$ cat config.mk
export PLATFORM = sky130hd
export DESIGN_NAME = ir_fetch_ctrl_flat
export DESIGN_NICKNAME = d
export VERILOG_FILES = /design/src/rtl/ir_fetch_ctrl_if.sv /design/src/rtl/ir_fetch_ctrl.sv /design/src/flat_wrapper.sv
export SDC_FILE = /design/constraint.sdc
export NUM_CORES = 1
export LEC_CHECK = 0
export BUFFER_PORTS_ARGS = -buffer_cell sky130_fd_sc_hd__buf_2
export CORE_AREA = 2 2 86 88
export DETAILED_ROUTE_END_ITERATION = 8
export DIE_AREA = 0 0 88 90
export PLACE_DENSITY = 0.86
export SLEW_MARGIN = 20
export SYNTH_ARGS = -nofsm -noshare
export SYNTH_HDL_FRONTEND = slang
export SYNTH_SLANG_ARGS = --single-unit
$ cat constraint.sdc
create_clock -name clk -period 2 [get_ports clk]
set_clock_uncertainty 0.1 [all_clocks]
set_input_delay 0.4 -clock clk [delete_from_list [all_inputs] [get_ports clk]]
set_output_delay 0.4 -clock clk [all_outputs]
set_load 0.03 [all_outputs]
$ cat src/rtl/ir_fetch_ctrl_if.sv
// Word-wide memory bus used by the instruction fetch controller.
// The master (fetch controller) issues reads; the slave (memory) answers
// with waitrequest stalls and readdata.
interface ir_fetch_ctrl_if;
  logic [31:0] address;
  logic        read;
  logic [3:0]  byteenable;
  logic        waitrequest;
  logic [31:0] readdata;

  modport master (
    output address, read, byteenable,
    input  waitrequest, readdata
  );

  modport slave (
    input  address, read, byteenable,
    output waitrequest, readdata
  );
endinterface

$ cat src/rtl/ir_fetch_ctrl.sv
// Instruction fetch controller: issues one bus read per fetch request,
// rides out waitrequest stalls, captures the returned word into the
// instruction register and holds it until the decode path accepts it.
// A flush abandons the current fetch; a read already on the bus is
// drained and its data thrown away. Misaligned PCs and over-long stalls
// park the block in a sticky error state that only reset leaves.
module ir_fetch_ctrl #(
  parameter int          MAX_WAIT = 255,
  parameter logic [31:0] IR_RESET = 32'h0000_0000
) (
  input  logic                    clk,
  input  logic                    rst_n,
  input  logic                    fetch_req,
  input  logic [31:0]             fetch_pc,
  input  logic                    flush,
  input  logic                    ir_ack,
  ir_fetch_ctrl_if.master         bus,
  output logic [31:0]             ir_word,
  output logic                    ir_valid,
  output logic                    busy,
  output logic                    fetch_err
);

  localparam int WAIT_W = $clog2(MAX_WAIT + 1);
  // Counter value on which one more stall cycle hits the limit.
  localparam logic [WAIT_W-1:0] WAIT_LAST = WAIT_W'(MAX_WAIT - 1);
  localparam logic [WAIT_W-1:0] WAIT_ONE  = WAIT_W'(1);

  typedef enum logic [2:0] {
    IDLE  = 3'd0,
    REQ   = 3'd1,
    HOLD  = 3'd2,
    DRAIN = 3'd3,
    ERR   = 3'd4
  } state_t;

  state_t             state_reg, state_next;
  logic [31:0]        address_reg, address_next;
  logic               read_reg, read_next;
  logic [31:0]        ir_word_reg, ir_word_next;
  logic               ir_valid_reg, ir_valid_next;
  logic               err_reg, err_next;
  logic [WAIT_W-1:0]  wait_cnt_reg, wait_cnt_next;
  logic               launch;
  logic [3:0]         be;

  // State and datapath registers; reset overrides every input.
  always_ff @(posedge clk) begin
    if (!rst_n) begin
      state_reg    <= IDLE;
      address_reg  <= 32'h0;
      read_reg     <= 1'b0;
      ir_word_reg  <= IR_RESET;
      ir_valid_reg <= 1'b0;
      err_reg      <= 1'b0;
      wait_cnt_reg <= '0;
    end else begin
      state_reg    <= state_next;
      address_reg  <= address_next;
      read_reg     <= read_next;
      ir_word_reg  <= ir_word_next;
      ir_valid_reg <= ir_valid_next;
      err_reg      <= err_next;
      wait_cnt_reg <= wait_cnt_next;
    end
  end

  // Next-state and next-register logic; a new fetch can start from IDLE or
  // straight out of HOLD once the held word is released (ack or flush).
  always_comb begin
    state_next    = state_reg;
    address_next  = address_reg;
    read_next     = read_reg;
    ir_word_next  = ir_word_reg;
    ir_valid_next = ir_valid_reg;
    err_next      = err_reg;
    wait_cnt_next = wait_cnt_reg;
    launch        = 1'b0;

    case (state_reg)
      IDLE: begin
        launch = fetch_req;
      end
      REQ: begin
        if (!bus.waitrequest) begin
          read_next  = 1'b0;
          state_next = IDLE;
          // A flush in the completing cycle discards the word.
          if (!flush) begin
            ir_word_next  = bus.readdata;
            ir_valid_next = 1'b1;
            state_next    = HOLD;
          end
        end else if (flush) begin
          // The read cannot be withdrawn mid-stall: keep it up and drop the data.
          state_next    = DRAIN;
          wait_cnt_next = '0;
        end else if (wait_cnt_reg == WAIT_LAST) begin
          err_next   = 1'b1;
          read_next  = 1'b0;
          state_next = ERR;
        end else begin
          wait_cnt_next = wait_cnt_reg + WAIT_ONE;
        end
      end
      HOLD: begin
        // flush outranks ir_ack, but both release the held word.
        if (flush || ir_ack) begin
          ir_valid_next = 1'b0;
          state_next    = IDLE;
          launch        = fetch_req;
        end
      end
      DRAIN: begin
        if (!bus.waitrequest) begin
          read_next  = 1'b0;
          state_next = IDLE;
        end else if (wait_cnt_reg == WAIT_LAST) begin
          err_next   = 1'b1;
          read_next  = 1'b0;
          state_next = ERR;
        end else begin
          wait_cnt_next = wait_cnt_reg + WAIT_ONE;
        end
      end
      ERR: begin
        read_next     = 1'b0;
        ir_valid_next = 1'b0;
        err_next      = 1'b1;
      end
      default: begin
        state_next = IDLE;
        read_next  = 1'b0;
      end
    endcase

    if (launch) begin
      if (fetch_pc[1:0] != 2'b00) begin
        err_next   = 1'b1;
        read_next  = 1'b0;
        state_next = ERR;
      end else begin
        address_next  = fetch_pc;
        read_next     = 1'b1;
        wait_cnt_next = '0;
        state_next    = REQ;
      end
    end
  end

  // Every byte lane is enabled whenever a read is on the bus.
  generate
    for (genvar gi = 0; gi < 4; gi++) begin : g_be
      assign be[gi] = read_reg;
    end
  endgenerate

  assign bus.address    = address_reg;
  assign bus.read       = read_reg;
  assign bus.byteenable = be;
  assign ir_word        = ir_word_reg;
  assign ir_valid       = ir_valid_reg;
  assign busy           = (state_reg != IDLE);
  assign fetch_err      = err_reg;

endmodule
$ cat src/flat_wrapper.sv
// flat-port wrapper written by rule: the top's interface ports become plain ports
module ir_fetch_ctrl_flat 
#(
  parameter int          MAX_WAIT = 255,
  parameter logic [31:0] IR_RESET = 32'h0000_0000
)
  (clk, rst_n, fetch_req, fetch_pc, flush, ir_ack, ir_word, ir_valid, busy, fetch_err, bus_address, bus_read, bus_byteenable, bus_waitrequest, bus_readdata);
  ir_fetch_ctrl_if bus_i ();
  input  logic clk;
  input  logic rst_n;
  input  logic fetch_req;
  input  logic [31:0] fetch_pc;
  input  logic flush;
  input  logic ir_ack;
  output logic [31:0] ir_word;
  output logic ir_valid;
  output logic busy;
  output logic fetch_err;
  output wire logic [$bits(bus_i.address)-1:0] bus_address;
  output wire logic [$bits(bus_i.read)-1:0] bus_read;
  output wire logic [$bits(bus_i.byteenable)-1:0] bus_byteenable;
  input wire logic [$bits(bus_i.waitrequest)-1:0] bus_waitrequest;
  input wire logic [$bits(bus_i.readdata)-1:0] bus_readdata;
  assign bus_address = bus_i.address;
  assign bus_read = bus_i.read;
  assign bus_byteenable = bus_i.byteenable;
  assign bus_i.waitrequest = bus_waitrequest;
  assign bus_i.readdata = bus_readdata;
  ir_fetch_ctrl #(.MAX_WAIT(MAX_WAIT), .IR_RESET(IR_RESET)) u_core (.clk(clk), .rst_n(rst_n), .fetch_req(fetch_req), .fetch_pc(fetch_pc), .flush(flush), .ir_ack(ir_ack), .bus(bus_i), .ir_word(ir_word), .ir_valid(ir_valid), .busy(busy), .fetch_err(fetch_err));
endmodule
==> qor.txt, run 1 <==
Port Buffers: 141
I/O pin total: 142
Worst-path clk slew: 0.08 ns
Reg2Reg Capture Point: u_core.wait_cnt_reg[7]
First-pass GRT wire length: 12,700 microns
Via density: 4.87
Total CTS buffers: 9
DR pass1 iterations: 4
Setup violators final: 0
GRT Overall Usage: 0.203
Setup CP Type: reg -> out
Final hold viol count: 0
Detailed-route via count: 3,028
Syn nets: 453
Die Span Y: 90 microns
Synth top area cells: dfxtp_1 (49%), nand2_1 (16%), a21boi_1 (7.6%)
ANT cells: 0
Syn Area/Cell: 8.34 sq um
Static leakage power: 1.85 nW
Arrival @ worst endpoint: 1.35 ns
Die width: 88 microns
GRT Residual Overflow: 0
1st-iter DRT viols: 172
Min-Delay Path Class: in -> reg
Met2 Use GR: 0.331
Worst slew pin tran: 0.413 ns
Largest net degree at the start of global routing: 34
Critical Path RT: 1.50 ns
Hold Path Sink: u_core.bus.address[27]
Slowest-stage cell, CP: or3_1
Routed Wire Length: 7850 microns
Hold Path Depth: 3
Nets@finish: 590
Fin. max-slew vios: 0
Max_slew headroom: 0.724
Logic pwr share: 0.100
Most frequent cells in the layout: buf_2 (141), nand2_1 (132), dfxtp_1 (78), a21boi_1 (32), a21boi_0 (31)
Busiest grt layer: met2
Placed Area: 4030 sq um
Sequential share of power: 0.541
Cell variety after synth: 42
FP Rows: 31
Routed len/inst: 12.6 microns
Int Pwr: 2.20 mW
Fin Setup TNS: 0 ns
Reg2reg setup slack: 0.18 ns
Status: finished, final reports clean
CP top delay family: buffers and inverters
Clock period minus worst slack: 1.85 ns
Clock Tree Root: clkbuf_8
Drt drc: 0
Yosys top cell by area: dfxtp_1
Clock Power Share: 0.359
Worst r2r path cells: 4
CTS tree: yes
GR Layer Usage met1: 0.240
RSZ-0062 raised after global routing: no
Max_cap viols: 0
H-tree levels: 3
Psw: 0.752 mW
Ys Warns: 0
TritonCTS sink count: 78
Post-CTS repair timing setup buffer count: 0
#FFs+latches synth: 78
Vias in the first global route: 2,790
Worst-Skew Late Latency: 0.34 ns
Pre-CTS setup slack: 0.0437 ns
Worst setup margin: 0.154 ns
RR Startpoint: u_core.state_reg[0]
GP Congestion: 0.882
Commonest non-fill, non-tap cell in the layout: buf_2
Die area: 7920 sq um
Proportion of layout cells with a drive suffix above 1: 0.337
CTS hold repair buffers: 0
Post_cts resized: 0
Routed Antenna Nets: 0
Cells after Synth: 381
Area of the core: 7020 sq um
Worst path bufs/invs: 2
Max Buffers Root-to-Sink: 2
Critical-path maximum fanout: 11
Share of the synthesized area in the top cell type: 0.491
Met3 GRT Util: 0.0817
Sequential area share after synthesis: 0.491
CP Capture Type: output pin
Area grow syn2layout: 32.1%
Sw frac: 0.255
Initial antenna violation count: 0
Finished layout cell area: 4200 sq um
Worst-path cell chain: buf_4 -> or3_1 -> buf_2
Initial Util: 0.453
Post-Syn Area: 3180 sq um
Startpoint types: flip-flop
HPWL Detailed: 5720 microns
Tcrit/Tclk final: 0.923
Peak VDD IR: 439 uV
Power density cells: 702 nW/um^2
Critical Path Max Stage Delay: 0.34 ns
Fmax: 0.542 GHz
Hold path startpoint: fetch_pc[27]
==> power by group through the flow <==
stage               Clock (mW)  Sequential, mW  Combinational (mW)
finish                    1.06            1.60               0.295
global route              1.17            1.60               0.322
CTS                       1.09            1.60               0.296
detailed placement           0            1.63               0.295
global placement             0            1.63               0.290
floorplan                    0            1.68               0.123
==> layout make-up <==
type / instances / area [sq um]
multi-input combinational: 266 / 1470
clock inverter: 4 / 30.0
tap: 99 / 124
inverter: 7 / 26.3
sequential: 78 / 1560
timing repair buffer: 156 / 843
clock buffer: 12 / 145
fill: 621 / 2820
==> Yosys cell counts, drive strengths merged <==
library cell  count
o21bai            1
nor3              6
nand2           132
or3               2
mux2              1
nand3             4
nor2b             2
or4               2
buf              13
nor4              4
o221a             1
a211oi            4
a31oi             1
o21ba             1
xnor2             1
and2              1
nor2             11
a221oi            2
or2               1
nand2b            2
a21boi           63
o221ai            1
and3              3
and4              1
xor2              1
nor4bb            1
o21a              2
clkbuf           17
a221o             2
nand4             2
nand3b            1
o31ai             1
dfxtp            78
o21ai             4
o211ai            1
ha                2
a21oi             1
inv               7
nor3b             1
==> per-layer routing <==
metal | share of wire | vias to the layer above | wire (microns)
li1 | - | 1534 | -
met1 | 0.43 | 1369 | 3410
met2 | 0.47 | 119 | 3670
met3 | 0.090 | 6 | 703
met4 | 0.0090 | 0 | 71
met5 | 0 | - | 0
==> worst register-to-register path, stage by stage (launching register included) <==
cell,delay (ns)
dfxtp_1,0.50
nor2b_1,0.42
nand3_1,0.26
o21ba_2,0.27
a211oi_1,0.20
==> worst max-delay path by stage <==
stage,cells past startpoint,from,slack (ns),endpoint
4_1_cts,3,u_core.state_reg[1],0.15,busy
3_5_place_dp,5,fetch_pc[0],0.04,u_core.bus.address[1]
2_1_floorplan,5,fetch_pc[0],0.16,u_core.bus.address[0]
3_3_place_gp,5,fetch_pc[0],0.07,u_core.bus.address[1]
5_1_grt,4,u_core.state_reg[0],0.03,u_core.wait_cnt_reg[7]
6_report,3,u_core.state_reg[1],0.15,busy
==> cells by family after synthesis <==
| kind of cell | Yosys count | synth area share |
|---|---|---|
| and+or+nand+nor | 176 | 0.239 |
| muxes | 1 | 0.00354 |
| xor gates and xnor gates | 2 | 0.00551 |
| DFF | 78 | 0.491 |
| buffers and inverters | 37 | 0.0519 |
| adders and majority gates | 2 | 0.00787 |
| AOI/OAI and AO/OA | 85 | 0.201 |
==> metrics by stage <==
| stage | total power [mW] | cells | hold WS (ns) | util |
|---|---|---|---|---|
| 2_1_floorplan | 1.80 | 381 | 0.347 | - |
| 3_3_place_gp | 1.92 | 606 | 0.338 | 0.573 |
| 3_5_place_dp | 1.93 | 606 | 0.345 | 0.573 |
| 4_1_cts | 2.99 | 622 | 0.169 | 0.598 |
| 5_1_grt | 3.09 | 622 | 0.164 | 0.598 |
| 6_report | 2.95 | 622 | 0.182 | 0.598 |
Note: power is estimated with default switching activity, not from simulation.
==> run 2: changes to the inputs <==
Settings changed: CORE_AREA 2 2 86 88 to 5 5 89 91, DIE_AREA 0 0 88 90 to 0 0 94 96.
==> qor.txt, run 2 (synthesized netlist as in run 1, its figures left out) <==
Status: finished, final reports clean
Total CTS buffers: 9
GRT Overall Usage: 0.177
H-tree levels: 3
DP Cell Count: 606
Most frequent cells in the layout: buf_2 (141), nand2_1 (132), dfxtp_1 (78), a21boi_1 (32), a21boi_0 (31)
Initial Util: 0.450
Initial antenna violation count: 0
Via density: 4.93
Die Span Y: 96 microns
Largest net degree at the start of global routing: 34
GRT Residual Overflow: 0
Max_slew headroom: 0.753
Setup violators final: 0
Min-Delay Path Class: in -> reg
HPWL Detailed: 6270 microns
Final Non-Filler Cells: 622
CP Capture Type: output pin
Final hold viol count: 0
Commonest non-fill, non-tap cell in the layout: buf_2
Critical-path maximum fanout: 8
Clock period minus worst slack: 1.89 ns
ANT cells: 0
Nets@finish: 590
Detailed-route via count: 3,066
Drt drc: 0
Clock Tree Root: clkbuf_8
Post_cts resized: 0
Worst-Skew Late Latency: 0.33 ns
Critical Path Max Stage Delay: 0.38 ns
CP top delay family: simple AND/OR/NAND/NOR gates
Psw: 0.742 mW
Setup CP Type: reg -> out
Final Core Density: 0.596
Slowest-stage cell, CP: or3_1
DR pass1 iterations: 4
Power density cells: 691 nW/um^2
Worst path bufs/invs: 2
Tcrit/Tclk final: 0.947
Fin Setup TNS: 0 ns
Fin. max-slew vios: 0
Max Buffers Root-to-Sink: 2
Layout fillers: 635
Logic pwr share: 0.102
Post-CTS repair timing setup buffer count: 0
I/O pin total: 142
Die area: 9020 sq um
RSZ-0062 raised after global routing: no
Routed Wire Length: 8280 microns
Critical Path RT: 1.50 ns
Proportion of layout cells with a drive suffix above 1: 0.337
Vias in the first global route: 2,950
FP Rows: 31
Int Pwr: 2.16 mW
Routed Antenna Nets: 0
CTS hold repair buffers: 0
TritonCTS sink count: 78
Worst slew pin tran: 0.369 ns
Worst-path clk slew: 0.08 ns
Static leakage power: 1.85 nW
Sw frac: 0.256
Port Buffers: 141
Peak VDD IR: 387 uV
Routed len/inst: 13.3 microns
1st-iter DRT viols: 183
Fmax: 0.528 GHz
Sequential share of power: 0.550
CTS tree: yes
Max_cap viols: 0
Area grow syn2layout: 32.2%
Arrival @ worst endpoint: 1.39 ns
Die width: 94 microns
Clock Power Share: 0.348
GP Congestion: 0.814
Startpoint types: flip-flop
Area of the core: 7060 sq um
Worst-path cell chain: buf_4 -> or3_1 -> buf_2
First-pass GRT wire length: 12,800 microns
==> run 2: cell types whose count changed in the layout (fill, tap and decap cells not counted) <==
cell / previous run / this run
buf_12: 2 / 3
buf_4: 13 / 12
clkbuf_8: 10 / 9
clkinv_2: 1 / 2
==> run 2: through the flow <==
step	worst slack (ns)	total power, mW	instance area [sq um]	hold WS (ns)
2_1_floorplan	0.163	1.80	3180	0.347
3_3_place_gp	0.0792	1.93	4040	0.337
3_5_place_dp	0.0242	1.93	4040	0.343
4_1_cts	0.0687	2.94	4200	0.170
5_1_grt	0.0253	3.03	4200	0.180
6_report	0.106	2.90	4200	0.189
==> run 2: layer usage <==
metal  global-route usage  up-vias  part of all wire
met5                    0        -                 0
met4               0.0770        0            0.0071
met3               0.0610        6              0.11
met2                0.305      129              0.47
met1                0.199     1390              0.41
li1                     -     1541                 -
==> run 2: cell type report <==
type / count / area [sq um] / area share
inverters: 7 / 26.3 / 0.00625
well taps: 99 / 124 / 0.0295
clock inverters: 5 / 35.0 / 0.00833
repair buffers: 156 / 856 / 0.204
multi-input cells: 266 / 1470 / 0.350
clock buffers: 11 / 131 / 0.0313
flip-flops and latches: 78 / 1560 / 0.371
==> run 2: power by group through the flow <==
stage | Combinational, mW | Clock, mW | Sequential [mW]
global route | 0.324 | 1.10 | 1.60
global placement | 0.295 | 0 | 1.63
detailed placement | 0.299 | 0 | 1.63
CTS | 0.300 | 1.04 | 1.60
floorplan | 0.123 | 0 | 1.68
finish | 0.297 | 1.01 | 1.60
==> run 2: path summary, 6_finish.rpt <==
kind | startpoint | end | slack [ns] | cells after the start
worst max-delay path | u_core.state_reg[0] | busy | 0.11 | 3
worst max register to register | u_core.wait_cnt_reg[0] | u_core.wait_cnt_reg[2] | 0.17 | 7
worst min-delay path | fetch_pc[8] | u_core.bus.address[8] | 0.19 | 3
worst min register to register | u_core.ir_word[24] | u_core.ir_word[24] | 0.35 | 2
==> run 2: worst min-delay path, stage by stage <==
cell and delay [ns]:
buf_2 0.09, nand2_1 0.04, a21boi_1 0.05
